### src/rtl/otter_mem_arbiter.sv
// Shares one handshaked memory bus between the OTTER fetch and data ports.
// Data has priority, but a waiting fetch is forced through after BURST_LIMIT data grants.
module otter_mem_arbiter #(
   parameter int unsigned BURST_LIMIT    = 4,
   parameter int unsigned TIMEOUT_CYCLES = 16
) (
   input  logic        i_clk,
   input  logic        i_rst,
   // instruction fetch port
   input  logic        i_imem_req,
   input  logic [31:0] i_imem_addr,
   output logic [31:0] o_imem_r_data,
   output logic        o_imem_valid,
   // data port
   input  logic        i_dmem_re,
   input  logic        i_dmem_we,
   input  logic [3:0]  i_dmem_sel,
   input  logic [31:0] i_dmem_addr,
   input  logic [31:0] i_dmem_w_data,
   output logic [31:0] o_dmem_r_data,
   output logic        o_dmem_valid,
   output logic        o_err,
   // shared memory bus
   output logic        o_mem_req,
   output logic        o_mem_we,
   output logic [3:0]  o_mem_sel,
   output logic [31:0] o_mem_addr,
   output logic [31:0] o_mem_w_data,
   input  logic        i_mem_ack,
   input  logic [31:0] i_mem_r_data
);

   localparam logic [1:0] ST_IDLE = 2'd0;
   localparam logic [1:0] ST_BUSY = 2'd1;
   localparam logic [1:0] ST_RESP = 2'd2;

   localparam int unsigned BW = (BURST_LIMIT < 1) ? 1 : $clog2(BURST_LIMIT + 1);
   localparam logic [BW-1:0] BURST_MAX = BW'(BURST_LIMIT);
   localparam logic [7:0]    TO_LAST   = 8'(TIMEOUT_CYCLES - 1);

   logic [1:0]    r_state;
   logic          r_owner_d;   // 1: data port owns the transaction
   logic [31:0]   r_addr;
   logic [3:0]    r_sel;
   logic          r_we;
   logic [31:0]   r_w_data;
   logic [31:0]   r_r_data;
   logic          r_err;
   logic [BW-1:0] r_burst;
   logic [7:0]    r_to_cnt;

   logic w_imem_pend;
   logic w_dmem_pend;
   logic w_grant_d;
   logic w_grant_i;
   logic w_timeout;

   assign w_imem_pend = i_imem_req;
   assign w_dmem_pend = i_dmem_re | i_dmem_we;
   assign w_grant_d   = w_dmem_pend && !(w_imem_pend && (r_burst == BURST_MAX));
   assign w_grant_i   = w_imem_pend && !w_grant_d;
   assign w_timeout   = (r_to_cnt == TO_LAST);

   always_ff @(posedge i_clk) begin
      if (i_rst) begin
         r_state   <= ST_IDLE;
         r_owner_d <= 1'b0;
         r_addr    <= '0;
         r_sel     <= '0;
         r_we      <= 1'b0;
         r_w_data  <= '0;
         r_r_data  <= '0;
         r_err     <= 1'b0;
         r_burst   <= '0;
         r_to_cnt  <= '0;
      end else begin
         case (r_state)
            ST_IDLE: begin
               r_to_cnt <= '0;
               if (w_grant_d) begin
                  r_owner_d <= 1'b1;
                  r_addr    <= i_dmem_addr;
                  r_sel     <= i_dmem_sel;
                  r_we      <= i_dmem_we;
                  r_w_data  <= i_dmem_w_data;
                  r_state   <= ST_BUSY;
                  if (!w_imem_pend) begin
                     r_burst <= '0;
                  end else if (r_burst != BURST_MAX) begin
                     r_burst <= r_burst + BW'(1);
                  end
               end else if (w_grant_i) begin
                  r_owner_d <= 1'b0;
                  r_addr    <= i_imem_addr;
                  r_sel     <= 4'b1111;
                  r_we      <= 1'b0;
                  r_w_data  <= '0;
                  r_burst   <= '0;
                  r_state   <= ST_BUSY;
               end
            end
            ST_BUSY: begin
               // ack takes precedence over a timeout landing in the same cycle
               if (i_mem_ack) begin
                  r_r_data <= r_we ? 32'h0 : i_mem_r_data;
                  r_err    <= 1'b0;
                  r_state  <= ST_RESP;
               end else if (w_timeout) begin
                  r_r_data <= '0;
                  r_err    <= 1'b1;
                  r_state  <= ST_RESP;
               end else begin
                  r_to_cnt <= r_to_cnt + 8'd1;
               end
            end
            ST_RESP: r_state <= ST_IDLE;
            default: r_state <= ST_IDLE;
         endcase
      end
   end

   assign o_mem_req     = (r_state == ST_BUSY);
   assign o_mem_we      = r_we;
   assign o_mem_sel     = r_sel;
   assign o_mem_addr    = r_addr;
   assign o_mem_w_data  = r_w_data;

   assign o_imem_valid  = (r_state == ST_RESP) && !r_owner_d;
   assign o_dmem_valid  = (r_state == ST_RESP) && r_owner_d;
   assign o_err         = (r_state == ST_RESP) && r_err;
   assign o_imem_r_data = r_r_data;
   assign o_dmem_r_data = r_r_data;

endmodule

### config.mk
export PLATFORM = sky130hd
export DESIGN_NAME = otter_mem_arbiter
export DESIGN_NICKNAME = d
export VERILOG_FILES = /design/src/rtl/otter_mem_arbiter.sv
export SDC_FILE = /design/constraint.sdc
export NUM_CORES = 1
export LEC_CHECK = 0
export BUFFER_PORTS_ARGS = -buffer_cell sky130_fd_sc_hd__buf_2
export CORE_MARGIN = 2
export CORE_UTILIZATION = 30
export DETAILED_ROUTE_END_ITERATION = 12
export SLEW_MARGIN = 20
export SYNTH_ARGS = -nofsm -noshare
export SYNTH_HDL_FRONTEND = slang
export SYNTH_SLANG_ARGS = --single-unit
### constraint.sdc
create_clock -name i_clk -period 5.1 [get_ports i_clk]
set_clock_uncertainty 0.05 [all_clocks]
set_input_delay 0.255 -clock i_clk [delete_from_list [all_inputs] [get_ports i_clk]]
set_output_delay 0.255 -clock i_clk [all_outputs]
set_load 0.005 [all_outputs]
-- After elaboration in Yosys (flattened, before gate mapping)
Index checks and enable logic that the tools add are counted.
W data, S select, Z words.
- logic and storage cells: 67
- register bits: 116
- output and inout port bits: 137
- bits of input ports: 138
- muxes and demuxes: 26
- eq/ne operators: 10
- reduce and logical (&&, ||, !) cells: 18
- add/subtract/negate cells: 2
- bitwise logic cells: 1
- operators with widths (operator ; count):
    $mux W32 ; 7
    $mux W8 ; 2
    $pmux W8 S2 ; 1
    $mux W3 ; 4
    $add A8 B1 Y8 const B ; 1
    $eq A8 B4 Y1 const B ; 1
    $mux W2 ; 4
    $mux W4 ; 2
    $logic_and A1 B1 Y1 ; 6
    $ne A3 B3 Y1 const B ; 2
    $reduce_and A2 Y1 ; 3
    $reduce_and A3 Y1 ; 2
    $reduce_bool A2 Y1 ; 3
    $mux W1 ; 5
    $ne A2 B2 Y1 const B ; 2
    $pmux W2 S2 ; 1
    $add A3 B1 Y3 const B ; 1
    $eq A3 B3 Y1 const B ; 1
    $logic_not A1 Y1 ; 3
    $ne A3 B1 Y1 const B ; 1
    $ne A3 B2 Y1 const B ; 1
    $eq A2 B1 Y1 const B ; 1
    $eq A2 B2 Y1 const B ; 1
    $logic_not A2 Y1 ; 1
    $or A1 B1 Y1 ; 1

-- Longest topological paths before layout
- word-level depth: 9
- mapped depth: 8
- gate-level depth less buffers: 6

-- Worst setup path after synthesis
OpenSTA, ideal clock, no wires.
- path type: register to register
- from: register r_to_cnt[0]
- to: register r_to_cnt[7]
- stages on the path, launching flop included: 7
- arrival: 1.723 ns
- required time: 4.980 ns
- path slack: 3.257 ns
- cells stage by stage: dfxtp_1 -> ha_1 -> and4b_4 -> buf_6 -> a211o_1 -> or4_1 -> a21oi_1
- cells in the longest elaborated chain, start to end: 4
- elaborated cells between the ends (all ways): 7
- those cells by class: add/sub: 1; eq/ne: 2; mux: 3; reduce/logical: 1
- RTL lines (element ; line ; RTL):
    start, declared ; 50 ; logic [7:0] r_to_cnt;
    start signal, assigned ; 113 ; r_to_cnt <= r_to_cnt + 8'd1;
    $add A8 B1 Y8 ; 113 ;
    $mux W8 ; 108 ; end else if (w_timeout) begin
    $mux W8 ; 104 ; if (i_mem_ack) begin
    $pmux W8 S2 ; 77 ; case (r_state)
Parallel ways exist; a longest one is shown, timed or not. The select of a mux whose other input is x is not followed.
A chain may end at the register's enable or synchronous reset.

-- Final worst setup path
- from: register r_state[0]
- to: register r_addr[14], in the netlist o_mem_addr[14]
- cells in the longest elaborated chain, start to end: 2
- RTL lines (element ; line ; RTL):
    start, declared ; 41 ; logic [1:0] r_state;
    start signal, assigned ; 66 ; r_state <= ST_IDLE;
    start signal, assigned ; 86 ; r_state <= ST_BUSY;
    start signal, assigned ; 99 ; r_state <= ST_BUSY;
    $logic_not A2 Y1 ; 77 ;
    $reduce_and A2 Y1 (no line) ; -- ;
    end signal, assigned ; 82 ; r_addr <= i_dmem_addr;
    end signal, assigned ; 94 ; r_addr <= i_imem_addr;
    end, declared ; 43 ; logic [31:0] r_addr;
Every way passes these cells.

==> flow_metrics.tcl <==
set metrics [dict create \
    worstMarginPinSlew_ps 876.7 \
    yosys_warnings 0 \
    synth_area_leaders "dfxtp_1 50%, a311oi_1 6.3%, nor2_1 6.2%, nand2_1 6.1%, a22o_1 6.1%" \
    num_rows 45 \
    clk_latency_ps 410 \
    cts-root-buf "clkbuf_16" \
    start_util_pct 30.50 \
    layout_min_cycle_time_ps 2131 \
    min-delay-path-class "input pin to flip-flop" \
    syn_avg_cell_area_um2 9.041 \
    synth_fp_nets 650 \
    final_hold_viol_count 0 \
    grtUsageTotal_pct 15.77 \
    numCtsBuffers 17 \
    firstDrtPassIters 4 \
    power.switching_uw 666.5 \
    wl_per_cell_um 13.78 \
    ys_seq_area_share_pct 50.46 \
    detail_route.iter0.violations 170 \
    critPathCaptureType "flip-flop" \
    grt_max_degree 81 \
    finalCritPeriodShare_pct 41.79 \
    r2r-start "r_state[0]" \
    setup_viol 0 \
    ant_nets 0 \
    coreArea_um2 15090 \
    crit_arrival_ps 2390 \
    place_ws_ps 2934 \
    p_int_uw 1813 \
    netlist-cell-type-count 41 \
    rsz0062_at_grt "false" \
    peakVddDrop_mv 0.2181 \
    drc_errors 0 \
    multi_input_area_um2 1846 \
    vias 4552 \
    seqCellArea_um2 2322 \
    status "completed" \
    die_w_um 127.9 \
    swShare_pct 26.88 \
    grt_overflow_total 0 \
    cts_tree "built" \
    yosysTopAreaCellShare_pct 50.46 \
    antenna_cells 0 \
    seqPwrFrac_pct 41.1 \
    ioPinCount 275 \
    fin_ws_ps 2969 \
    p_total_uw 2479 \
    drv_slew 0 \
    globalplace.congestion 0.7260 \
    final_cell_mix "274 x buf_2, 116 x dfxtp_1, 76 x nor2_1" \
    hp-start "i_mem_r_data[8]" \
    fillers 1513 \
    placed_area_um2 5849 \
    timing.setup.tns_ps 0 \
    dp_hpwl_mm 8.764 \
    synth-main-ff-cell "dfxtp_1" \
    fmax_ghz 0.4693 \
    crit_start "r_state[0]" \
    ys_seq_elements 116 \
    yosysTopAreaCell "dfxtp_1" \
    vias_per_cell 4.812 \
    async_flop_share_pct 0 \
    die_area_um2 16350 \
    clockBufferDepth 2 \
    area_delta_synth_final_pct 41.44 \
    path_max_fanout 64 \
    drive_gt1_share_pct 42.48 \
    worstPathRequired_ps 5360 \
    layout_commonest_cell "buf_2" \
    synth-edff-count 0 \
    crit_type "flip-flop to flip-flop" \
    powerDensity_nw_per_um2 380.9 \
    leakage_uw 0.003212 \
    grt_pass1_wl_mm 20.55 \
    clkSlewWorstSetupHoldPaths_ps 60 \
    die_h_um 127.9 \
    pwr-share-clk_pct 45.0 \
    grt_pass1_vias 4224 \
    combPwrFrac_pct 13.9 \
    final_area_um2 6509 \
    cts_setup_buffers 0 \
    htreeDepth 4 \
    relSlewSlack_pct 41.55 \
    wirelength_mm 13.04 \
    portBuffers 274 \
    maxCapViolations 0 \
    syn-cell-area_um2 4602 \
    antenna_found_initial 0 \
    clock_sinks 116 \
    layout.nets 886 \
    netlist_instances 509 \
    start_kind "flip-flop" \
]
flip-flops by register name, summed over array words and instances, names as in the netlist, 2 cells and up:
name,flops
r_burst,3
r_state,2
r_to_cnt,8
o_mem_addr,32
o_mem_w_data,32
o_mem_sel,4
o_dmem_r_data,32
worst paths after layout:
check                     endpoint  slack [ps]  depth (start not counted)
setup / recovery    o_mem_addr[14]        2970                          5
hold / removal    o_dmem_r_data[8]          20                          2
setup reg to reg    o_mem_addr[14]        2970                          5
hold reg to reg         r_burst[0]         430                          2
critical path, stage by stage (launching register included):
cell	delay [ps]
dfxtp_1	450
nor2_1	340
o21a_2	290
buf_4	540
nor2_1	80
a311oi_1	260
power groups by stage:
stage / clock network (µW) / registers (µW) / logic, µW
after floorplan: 0 / 1040 / 189
after global placement: 0 / 1040 / 345
after detailed placement: 0 / 1040 / 344
after CTS: 1150 / 1020 / 350
after global routing: 1200 / 1030 / 390
final: 1110 / 1020 / 345
final cells by class:
cell class                      instances  share of cell area (%)
Inverter                                6                  0.3460
Tap cell                              188                   3.614
Sequential cell                       116                   35.68
Multi-Input combinational cell        313                   28.35
Timing Repair Buffer                  291                   23.41
Clock inverter                         15                   2.057
Clock buffer                           17                   6.536
stage by stage:
step | hold slack, ps | utilization (%) | instances
after floorplan | 337.9 | - | 509
after global placement | 421.8 | 38.75 | 904
after detailed placement | 420.0 | 38.76 | 904
after CTS | 0.06589 | 43.13 | 946
after global routing | 0.1395 | 43.13 | 946
final | 21.81 | 43.13 | 946
synthesized netlist by cell type (2+ instances only):
cell type    n
a211oi_1     3
a21oi_1     11
a22o_1      32
a22oi_1     35
a311oi_1    33
a31oi_1      3
and3_1       3
buf_1        3
buf_2       12
buf_4       35
clkbuf_1    23
dfxtp_1    116
ha_1         3
inv_1        6
nand2_1     75
nand3_1      7
nand4_1      3
nor2_1      76
nor3_1       2
nor3b_1      2
o21ai_0      2
o22ai_1      4
or3_1        2
logic make-up after synthesis:
logic type      count (synthesis)  synth area share [%]
simple gates                  180                 16.59
compound gates                130                 22.27
flops                         116                 50.46
buf+inv                        80                 9.869
fa+ha+maj                       3                0.8157
per-layer routing:
metal | vias up | track usage (%) | wire [µm]
met5 | - | 0 | 0
li1 | 2266 | - | -
met4 | 0 | 5.171 | 153
met3 | 12 | 6.052 | 1066
met1 | 2064 | 17.96 | 5630
met2 | 210 | 27.21 | 6186
repair_timing:
item / 4_1_cts / 5_1_grt
hold endpoints to repair: 10 / 0
hold buffers: 10 / 0
gates resized for setup: 0 / 0
Note: power is estimated with default switching activity, not from simulation.
